<file path="src/rtl/kernel_nios2_oci_trace_capture_pkg.sv">
// Shared types and default widths for the OCI trace-capture buffer.
package kernel_nios2_oci_trace_capture_pkg;

  localparam int unsigned TRACE_DATA_W = 30;
  localparam int unsigned TRACE_CNT_W  = 4;
  localparam int unsigned TRACE_DEPTH  = 16;
  localparam int unsigned TRACE_TOT_W  = 32;

  typedef enum logic [1:0] {
    ST_IDLE    = 2'b00,
    ST_CAPTURE = 2'b01,
    ST_DRAIN   = 2'b10,
    ST_DONE    = 2'b11
  } trace_state_e;

endpackage

</file>
<file path="src/rtl/kernel_nios2_oci_trace_capture_if.sv">
// Packet-capture strobe and valid/ready read port of the trace buffer.
interface kernel_nios2_oci_trace_capture_if
  import kernel_nios2_oci_trace_capture_pkg::*;
#(
  parameter int unsigned DATA_W = TRACE_DATA_W,
  parameter int unsigned CNT_W  = TRACE_CNT_W
) ();

  logic                      dct_valid;
  logic [DATA_W-1:0]         dct_buffer;
  logic [CNT_W-1:0]          dct_count;
  logic                      rd_ready;
  logic                      rd_valid;
  logic [CNT_W+DATA_W-1:0]   rd_data;

  modport master (
    output dct_valid, dct_buffer, dct_count, rd_ready,
    input  rd_valid, rd_data
  );

  modport slave (
    input  dct_valid, dct_buffer, dct_count, rd_ready,
    output rd_valid, rd_data
  );

endinterface

</file>
<file path="src/rtl/kernel_nios2_oci_trace_capture_ram.sv">
// Trace storage: one synchronous write port, one asynchronous read port, array not reset.
module kernel_nios2_oci_trace_capture_ram #(
  parameter  int unsigned DEPTH  = 16,
  parameter  int unsigned WIDTH  = 34,
  localparam int unsigned ADDR_W = $clog2(DEPTH)
) (
  input  logic              clk,
  input  logic              we,
  input  logic [ADDR_W-1:0] waddr,
  input  logic [WIDTH-1:0]  wdata,
  input  logic [ADDR_W-1:0] raddr,
  output logic [WIDTH-1:0]  rdata_c
);

  logic [WIDTH-1:0] mem [DEPTH];

  always_ff @(posedge clk) begin
    if (we) mem[waddr] <= wdata;
  end

  assign rdata_c = mem[raddr];

endmodule

</file>
<file path="src/rtl/kernel_nios2_oci_trace_capture.sv">
// Circular trace-capture buffer with stop-on-full or wrap mode and an IDLE/CAPTURE/DRAIN/DONE
// test-end sequencer; contents drain over a show-ahead valid/ready port.
module kernel_nios2_oci_trace_capture
  import kernel_nios2_oci_trace_capture_pkg::*;
#(
  parameter  int unsigned DATA_W    = TRACE_DATA_W,
  parameter  int unsigned CNT_W     = TRACE_CNT_W,
  parameter  int unsigned DEPTH     = TRACE_DEPTH,
  parameter  bit          WRAP_MODE = 1'b1,
  parameter  int unsigned TOT_W     = TRACE_TOT_W,
  localparam int unsigned PTR_W     = $clog2(DEPTH),
  localparam int unsigned FILL_W    = PTR_W + 1
) (
  input  logic                 clk,
  input  logic                 reset_n,
  input  logic                 arm,
  input  logic                 test_ending,
  input  logic                 test_has_ended,
  kernel_nios2_oci_trace_capture_if.slave bus,
  output logic [FILL_W-1:0]    fill_level,
  output logic                 overflow,
  output logic [1:0]           state_o,
  output logic                 drain_done,
  output logic [TOT_W-1:0]     total_count
);

  trace_state_e       state_q, state_d;
  logic [PTR_W-1:0]   rd_ptr_q, rd_ptr_d, wr_ptr_q, wr_ptr_d;
  logic [FILL_W-1:0]  fill_q, fill_d;
  logic [TOT_W-1:0]   total_q, total_d;
  logic               overflow_q, overflow_d;
  logic               rd_valid_q, rd_valid_d;
  logic               drain_done_q, drain_done_d;
  logic               wr_qual, pop, full, push, lost, we;

  kernel_nios2_oci_trace_capture_ram #(
    .DEPTH (DEPTH),
    .WIDTH (CNT_W + DATA_W)
  ) u_ram (
    .clk     (clk),
    .we      (we),
    .waddr   (wr_ptr_q),
    .wdata   ({bus.dct_count, bus.dct_buffer}),
    .raddr   (rd_ptr_q),
    .rdata_c (bus.rd_data)
  );

  always_ff @(posedge clk or negedge reset_n) begin
    if (!reset_n) begin
      state_q      <= ST_IDLE;
      rd_ptr_q     <= '0;
      wr_ptr_q     <= '0;
      fill_q       <= '0;
      total_q      <= '0;
      overflow_q   <= 1'b0;
      rd_valid_q   <= 1'b0;
      drain_done_q <= 1'b0;
    end else begin
      state_q      <= state_d;
      rd_ptr_q     <= rd_ptr_d;
      wr_ptr_q     <= wr_ptr_d;
      fill_q       <= fill_d;
      total_q      <= total_d;
      overflow_q   <= overflow_d;
      rd_valid_q   <= rd_valid_d;
      drain_done_q <= drain_done_d;
    end
  end

  // Next-state: pointer/fill bookkeeping first, then sequencer, with arm overriding everything.
  always_comb begin
    state_d    = state_q;
    rd_ptr_d   = rd_ptr_q;
    wr_ptr_d   = wr_ptr_q;
    fill_d     = fill_q;
    total_d    = total_q;
    overflow_d = overflow_q;

    wr_qual = (state_q == ST_CAPTURE) && bus.dct_valid && (bus.dct_count != '0);
    pop     = rd_valid_q && bus.rd_ready;
    full    = (fill_q == FILL_W'(DEPTH));
    push    = wr_qual && (!full || pop || WRAP_MODE);
    lost    = wr_qual && full && !pop;
    we      = push;

    if (push) wr_ptr_d = wr_ptr_q + PTR_W'(1);
    // Overwrite in wrap mode retires the oldest entry along with the pop path.
    if (pop || (lost && WRAP_MODE)) rd_ptr_d = rd_ptr_q + PTR_W'(1);
    if (push && !full && !pop)      fill_d = fill_q + FILL_W'(1);
    else if (pop && !push)          fill_d = fill_q - FILL_W'(1);
    if (lost) overflow_d = 1'b1;
    if (wr_qual && (total_q != '1)) total_d = total_q + TOT_W'(1);

    case (state_q)
      ST_IDLE:    state_d = ST_IDLE;
      ST_CAPTURE: if (test_ending || test_has_ended) state_d = ST_DRAIN;
      ST_DRAIN:   if ((fill_d == '0) && test_has_ended) state_d = ST_DONE;
      ST_DONE:    state_d = ST_DONE;
      default:    state_d = ST_IDLE;
    endcase

    if (arm) begin
      state_d    = ST_CAPTURE;
      rd_ptr_d   = '0;
      wr_ptr_d   = '0;
      fill_d     = '0;
      total_d    = '0;
      overflow_d = 1'b0;
      we         = 1'b0;
    end

    rd_valid_d   = (fill_d != '0) && (state_d != ST_IDLE);
    drain_done_d = (state_d == ST_DONE);
  end

  assign bus.rd_valid  = rd_valid_q;
  assign fill_level    = fill_q;
  assign overflow      = overflow_q;
  assign state_o       = state_q;
  assign drain_done    = drain_done_q;
  assign total_count   = total_q;

endmodule

</file>
<file path="src/flat_wrapper.sv">
// flat-port wrapper written by rule: the top's interface ports become plain ports
module kernel_nios2_oci_trace_capture_flat import kernel_nios2_oci_trace_capture_pkg::*;
#(
  parameter  int unsigned DATA_W    = TRACE_DATA_W,
  parameter  int unsigned CNT_W     = TRACE_CNT_W,
  parameter  int unsigned DEPTH     = TRACE_DEPTH,
  parameter  bit          WRAP_MODE = 1'b1,
  parameter  int unsigned TOT_W     = TRACE_TOT_W,
  localparam int unsigned PTR_W     = $clog2(DEPTH),
  localparam int unsigned FILL_W    = PTR_W + 1
)
  (clk, reset_n, arm, test_ending, test_has_ended, fill_level, overflow, state_o, drain_done, total_count, bus_dct_valid, bus_dct_buffer, bus_dct_count, bus_rd_ready, bus_rd_valid, bus_rd_data);
  kernel_nios2_oci_trace_capture_if #(.DATA_W(DATA_W), .CNT_W(CNT_W)) bus_i ();
  input  logic clk;
  input  logic reset_n;
  input  logic arm;
  input  logic test_ending;
  input  logic test_has_ended;
  output logic [FILL_W-1:0] fill_level;
  output logic overflow;
  output logic [1:0] state_o;
  output logic drain_done;
  output logic [TOT_W-1:0] total_count;
  input wire logic [$bits(bus_i.dct_valid)-1:0] bus_dct_valid;
  input wire logic [$bits(bus_i.dct_buffer)-1:0] bus_dct_buffer;
  input wire logic [$bits(bus_i.dct_count)-1:0] bus_dct_count;
  input wire logic [$bits(bus_i.rd_ready)-1:0] bus_rd_ready;
  output wire logic [$bits(bus_i.rd_valid)-1:0] bus_rd_valid;
  output wire logic [$bits(bus_i.rd_data)-1:0] bus_rd_data;
  assign bus_i.dct_valid = bus_dct_valid;
  assign bus_i.dct_buffer = bus_dct_buffer;
  assign bus_i.dct_count = bus_dct_count;
  assign bus_i.rd_ready = bus_rd_ready;
  assign bus_rd_valid = bus_i.rd_valid;
  assign bus_rd_data = bus_i.rd_data;
  kernel_nios2_oci_trace_capture #(.DATA_W(DATA_W), .CNT_W(CNT_W), .DEPTH(DEPTH), .WRAP_MODE(WRAP_MODE), .TOT_W(TOT_W)) u_core (.clk(clk), .reset_n(reset_n), .arm(arm), .test_ending(test_ending), .test_has_ended(test_has_ended), .bus(bus_i), .fill_level(fill_level), .overflow(overflow), .state_o(state_o), .drain_done(drain_done), .total_count(total_count));
endmodule
</file>
<file path="config.mk">
export PLATFORM = sky130hd
export DESIGN_NAME = kernel_nios2_oci_trace_capture_flat
export DESIGN_NICKNAME = d
export VERILOG_FILES = /design/src/rtl/kernel_nios2_oci_trace_capture_pkg.sv /design/src/rtl/kernel_nios2_oci_trace_capture_if.sv /design/src/rtl/kernel_nios2_oci_trace_capture_ram.sv /design/src/rtl/kernel_nios2_oci_trace_capture.sv /design/src/flat_wrapper.sv
export SDC_FILE = /design/constraint.sdc
export NUM_CORES = 1
export LEC_CHECK = 0
export CAP_MARGIN = 20
export CORE_MARGIN = 4
export CORE_UTILIZATION = 60
export DETAILED_ROUTE_END_ITERATION = 6
export PLACE_DENSITY = 0.8
export SYNTH_ARGS = -nofsm -noshare
export SYNTH_HDL_FRONTEND = slang
export SYNTH_SLANG_ARGS = --single-unit
</file>
<file path="constraint.sdc">
create_clock -name clk -period 5.55 [get_ports clk]
set_clock_uncertainty 0.2 [all_clocks]
set_input_delay 1.11 -clock clk [delete_from_list [all_inputs] [get_ports clk]]
set_output_delay 1.11 -clock clk [all_outputs]
set_load 0.05 [all_outputs]
</file>
* Yosys cells after proc, flatten, opt, wreduce, memory -nomap -nowiden
Memory sizes are Yosys's and may differ from the RTL's. Index checks and enable logic that the tools add are counted.
Word-level totals: bits in registers 50, RAM bits 544, memories 1
Operators by class: add/sub/neg operators 5, eq/ne operators 6, muxes and demuxes 18, reduce and logical (&&, ||, !) cells 25
Memory list:
- u_core.u_ram.mem | depth 16, width 34, rd ports 1, clocked after Yosys merged registers in 0, write ports 1, RTL line kernel_nios2_oci_trace_capture_ram.sv:15 | logic [WIDTH-1:0] mem [DEPTH];
Operator list (count):
- $mux W32 | 2
- $add A32 B1 Y32 const B | 1
- $ne A32 B32 Y1 const B | 1
- $mux W4 | 4
- $mux W5 | 3
- $logic_and A1 B1 Y1 | 11
- $reduce_bool A2 Y1 | 5
- $add A4 B1 Y4 const B | 2
- $pmux W2 S4 | 1
- $eq A2 B2 Y1 const B | 3
- $mux W2 | 3
- $add A5 B1 Y5 const B | 1
- $eq A5 B5 Y1 const B | 1
- $logic_not A5 Y1 | 1
- $mux W1 | 5
- $reduce_bool A5 Y1 | 1
- $sub A5 B1 Y5 const B | 1
- $reduce_bool A4 Y1 | 1
- $logic_not A1 Y1 | 3
- $eq A2 B1 Y1 const B | 1
- $logic_not A2 Y1 | 1
- $logic_or A1 B1 Y1 | 2

* Depth between registers and ports, before layout
depth in word-level cells 14, mapped depth 8

* Cells and area by module
From an unflattened synthesis, not the netlist that was laid out.
Second synthesis, totals: cell total of the unflattened synthesis 1127, area, all modules 23064.6 um^2
Modules (own cells, without submodules):
- kernel_nios2_oci_trace_capture_ram | times used 1, cells an instance 854, area each 20395.8 um^2
- kernel_nios2_oci_trace_capture | times used 1, cells an instance 273, area each 2668.8 um^2

* Least setup slack after synthesis
Ideal clock, no wire load.
path kind input to register, from input bus_dct_valid, to memory u_core.u_ram.mem[0][0] (enable), arrival time 4460 ps, slack 422 ps, stages 7, buffers on the path 2, cells stage by stage nand2_2 or3_1 buf_4 buf_2 nor2_1 nand2_1 nor3_1
Between the ends: cells in the longest elaborated chain, start to end 5
RTL lines:
- from (decl) | RTL line flat_wrapper.sv:24 | input wire logic [$bits(bus_i.dct_valid)-1:0] bus_dct_valid;
- $logic_and A1 B1 Y1 (2 in a row) | RTL line kernel_nios2_oci_trace_capture.sv:79 | wr_qual = (state_q == ST_CAPTURE) && bus.dct_valid && (bus.dct_count != '0);
- $mux W1 | RTL line kernel_nios2_oci_trace_capture.sv:102 | if (arm) begin
- $mux W1 | RTL line kernel_nios2_oci_trace_capture_ram.sv:18 | if (we) mem[waddr] <= wdata;
- $mux W1 (not written as such) | RTL line kernel_nios2_oci_trace_capture_ram.sv:18
- to (decl) | RTL line kernel_nios2_oci_trace_capture_ram.sv:15
No other way between the ends.

* Worst setup path after layout
from register u_core.rd_ptr_q[0], to output bus_rd_data[2]
Between the ends: cells in the longest elaborated chain, start to end 1
RTL lines:
- from (decl) | RTL line kernel_nios2_oci_trace_capture.sv:28 | logic [PTR_W-1:0] rd_ptr_q, rd_ptr_d, wr_ptr_q, wr_ptr_d;
- from (signal assigned) | RTL line kernel_nios2_oci_trace_capture.sv:60 | rd_ptr_q <= rd_ptr_d;
- $mem_v2 Z16 W34
- to (decl) | RTL line flat_wrapper.sv:29 | output wire logic [$bits(bus_i.rd_data)-1:0] bus_rd_data;
No other way between the ends.

==> insert_results.sql <==
INSERT INTO impl_metrics (metric_group, metric, value, unit) VALUES
('outcome', 'status', 'completed', ''),
('global_route', 'grt_max_degree', '56', ''),
('clock_tree', 'cts_setup_buffers', '0', ''),
('setup_path', 'crit_path_max_incr_delay', '760', 'ps'),
('final_layout', 'layout_common_cells', '544 x edfxtp_1, 170 x mux4_2, 114 x clkdlybuf4s50_1, 58 x clkbuf_16, 48 x nor2_1', ''),
('route', 'drt_iter0_markers', '1277', ''),
('logic_synthesis', 'sequential_fraction_of_the_synthesis_area', '0.755', ''),
('setup_path', 'cp_slowest_cell', 'dfrtp_4', ''),
('route', 'drt-wirelength-per-cell', '28.8', 'um'),
('clock_tree', 'worstSkewPairLatency', '590', 'ps'),
('sta', 'slew_worst_pin', '950', 'ps'),
('power', 'fin_total_pwr', '10.9', 'mW'),
('power', 'clock_power_share', '0.380', ''),
('sta', 'maxSlewHeadroom', '0.367', ''),
('power', 'power_per_cell_area', '398', 'nW/um^2'),
('final_layout', 'sequential_cell_area', '17600', 'um^2'),
('placement', 'placement.io_buffers', '116', ''),
('sta', 'timing.final.hold_violations', '0', ''),
('global_route', 'overflow', '0', ''),
('logic_synthesis', 'synth.cell_area', '23300', 'um^2'),
('final_layout', 'drive_gt1_frac', '0.263', ''),
('logic_synthesis', 'syn-mean-instance-area', '21.6', 'um^2'),
('sta', 'rsz_0062_raised_after_global_routing', 'false', ''),
('route', 'drcViolationCount', '0', ''),
('clock_tree', 'cts.reportedPaths.clkPinSlew', '60', 'ps'),
('route', 'drt-vias-per-instance', '6.47', ''),
('global_route', 'groute.usage.overall', '0.257', ''),
('sta', 'finalWorstPathRequiredPeriod', '4990', 'ps'),
('hold_path', 'hold-path-endpoint', 'u_core.overflow', ''),
('setup_path', 'cp_cell_instances', 'buf_12 -> mux4_2 -> mux4_2 -> clkdlybuf4s50_1', ''),
('global_route', 'grt_pass1_wl', '79800', 'um'),
('route', 'final_antenna_net_count', '0', ''),
('placement', 'dp_slack', '1090', 'ps'),
('setup_path', 'endpoint_kind', 'output pin', ''),
('hold_path', 'min_delay_path_depth', '2', ''),
('floorplanning', 'design.core.area', '38000', 'um^2'),
('final_layout', 'finish.utilization', '0.720', ''),
('sta', 'finalWorstSetupSlack', '557', 'ps'),
('logic_synthesis', 'syn_nets', '1130', ''),
('power', 'p_sw_frac', '0.246', ''),
('global_route', 'antenna_found_initial', '1', ''),
('logic_synthesis', 'ys_types', '50', ''),
('route', 'wirelength', '51900', 'um'),
('route', 'drt_first_pass_iters', '5', ''),
('setup_path', 'crit_top_cell', 'mux4_2', ''),
('floorplanning', 'design.die.area', '42000', 'um^2'),
('floorplanning', 'floorplan.io_pins', '117', ''),
('setup_path', 'critical_path_maximum_fanout', '49', ''),
('setup_path', 'rr_endpoint', 'u_core.u_ram.mem[0][12]', ''),
('sta', 'finalCritPeriodShare', '0.900', ''),
('placement', 'gp_routability_congestion', '0.807', ''),
('clock_tree', 'ctsRootBufferMaster', 'clkbuf_16', ''),
('hold_path', 'min_path_type', 'flip-flop to flip-flop', ''),
('clock_tree', 'cts_made_buffers', '56', ''),
('power', 'power.sequential.fraction', '0.461', ''),
('final_layout', 'nNetsFinal', '1291', ''),
('sta', 'setup-violations-final', '0', ''),
('clock_tree', 'post_cts.resized_instances', '0', ''),
('floorplanning', 'fp.dieH', '205', 'um'),
('hold_path', 'worst_hold_startpoint', 'u_core.overflow', ''),
('power', 'ir_worst_vdd', '0.000284', 'V'),
('final_layout', 'area_occupied_by_multi_input_gates', '5540', 'um^2'),
('clock_tree', 'cts.path.max_buffers', '3', ''),
('clock_tree', 'postCtsHoldBufs', '0', ''),
('setup_path', 'worst_ep_arrival_time', '3680', 'ps'),
('setup_path', 'crit_path_start_kind', 'flip-flop', ''),
('floorplanning', 'die-width', '205', 'um'),
('setup_path', 'reg2reg_slack', '2370', 'ps'),
('power', 'power.net_switching', '2.68', 'mW'),
('power', 'combPwrFrac', '0.158', ''),
('global_route', 'via_count_of_the_first_global_routing_pass', '12500', '');
==> synthesized netlist by cell type, drive strengths merged <==
cell,n,share of area
a211o,2,0.00075
a211oi,1,0.00032
a21o,1,0.00032
a21oi,10,0.0023
a221oi,1,0.00038
a311oi,1,0.00038
a31oi,1,0.00027
and2,2,0.00054
and3,9,0.0024
and4,5,0.0019
buf,24,0.0049
clkbuf,31,0.0050
dfrtp,50,0.054
edfxtp,544,0.70
ha,9,0.0048
inv,11,0.0018
mux2,1,0.00048
mux2i,5,0.0021
mux4,170,0.16
nand2,23,0.0038
nand2b,2,0.00054
nand3,15,0.0034
nand3b,2,0.00064
nand4,16,0.0043
nand4b,2,0.00075
nand4bb,1,0.00048
nor2,60,0.0097
nor3,11,0.0028
nor4,6,0.0032
nor4b,1,0.00038
o2111ai,7,0.0026
o211ai,2,0.00064
o21ai,11,0.0024
o41ai,1,0.00038
or3,4,0.0013
or4b,1,0.00043
xnor2,5,0.0019
xor2,32,0.012
==> logic make-up after synthesis <==
| group | after synthesis | synth area share |
|---|---|---|
| multiplexers | 176 | 0.167 |
| AO/OA/AOI/OAI | 38 | 0.0107 |
| adder cells (fa/ha/maj) | 9 | 0.00484 |
| AND/OR/NAND/NOR | 160 | 0.0366 |
| flip-flops | 594 | 0.755 |
| XOR/XNOR | 37 | 0.0139 |
| buffers and inverters | 66 | 0.0118 |
==> worst max-delay path by stage <==
stage,start,to,cells past startpoint
global placement,bus_dct_count[2],u_core.u_ram.mem[2][17],8
finish,u_core.rd_ptr_q[0],bus_rd_data[2],4
detailed placement,bus_dct_count[2],u_core.u_ram.mem[1][17],8
CTS,u_core.rd_ptr_q[0],bus_rd_data[2],4
global route,u_core.rd_ptr_q[0],bus_rd_data[2],4
floorplan,bus_dct_valid,u_core.u_ram.mem[0][0],7
==> flip-flops by register name (all words and copies together), names as in the netlist <==
register and count:
u_core.bus.rd_valid 1, u_core.u_ram.mem 544, u_core.fill_level 5, u_core.overflow 1
u_core.wr_ptr_q 4, u_core.drain_done 1, u_core.total_count 32, u_core.state_o 2
u_core.rd_ptr_q 4
==> critical path: cells and delay by family, from the launching register on <==
family | cells | cell delay (ps)
buffers and inverters | 2 | 1150
DFF | 1 | 760
muxes | 2 | 1140
==> power by group through the flow <==
stage / combinational (mW) / clock (mW) / sequential (mW)
6_report: 1.72 / 4.14 / 5.02
2_1_floorplan: 1.21 / 0 / 5.12
3_3_place_gp: 1.70 / 0 / 5.12
5_1_grt: 1.83 / 4.40 / 5.04
4_1_cts: 1.75 / 4.21 / 5.03
3_5_place_dp: 1.73 / 0 / 5.12
==> through the flow <==
stage | std cells | hold WS (ps)
after CTS | 1799 | 305
after global placement | 1693 | 286
after global routing | 1800 | 330
after detailed placement | 1693 | 289
after floorplan | 1080 | 356
final | 1800 | 296
==> routing by layer <==
metal | routed length (um) | part of all wire | track usage
met1 | 19700 | 0.38 | 0.350
met2 | 27900 | 0.54 | 0.442
met3 | 3350 | 0.065 | 0.0453
met4 | 1050 | 0.020 | 0.0629
met5 | 7 | 0.00013 | 0
==> area by class of cell <==
| cell class | count | area share |
|---|---|---|
| Inverter | 11 | 0.00151 |
| Clock buffer | 63 | 0.0540 |
| Timing Repair Buffer | 158 | 0.0567 |
| Tap cell | 511 | 0.0233 |
| Multi-Input combinational cell | 420 | 0.202 |
| Sequential cell | 594 | 0.642 |
| Clock inverter | 43 | 0.0197 |
(Power assumes the default switching activity.)
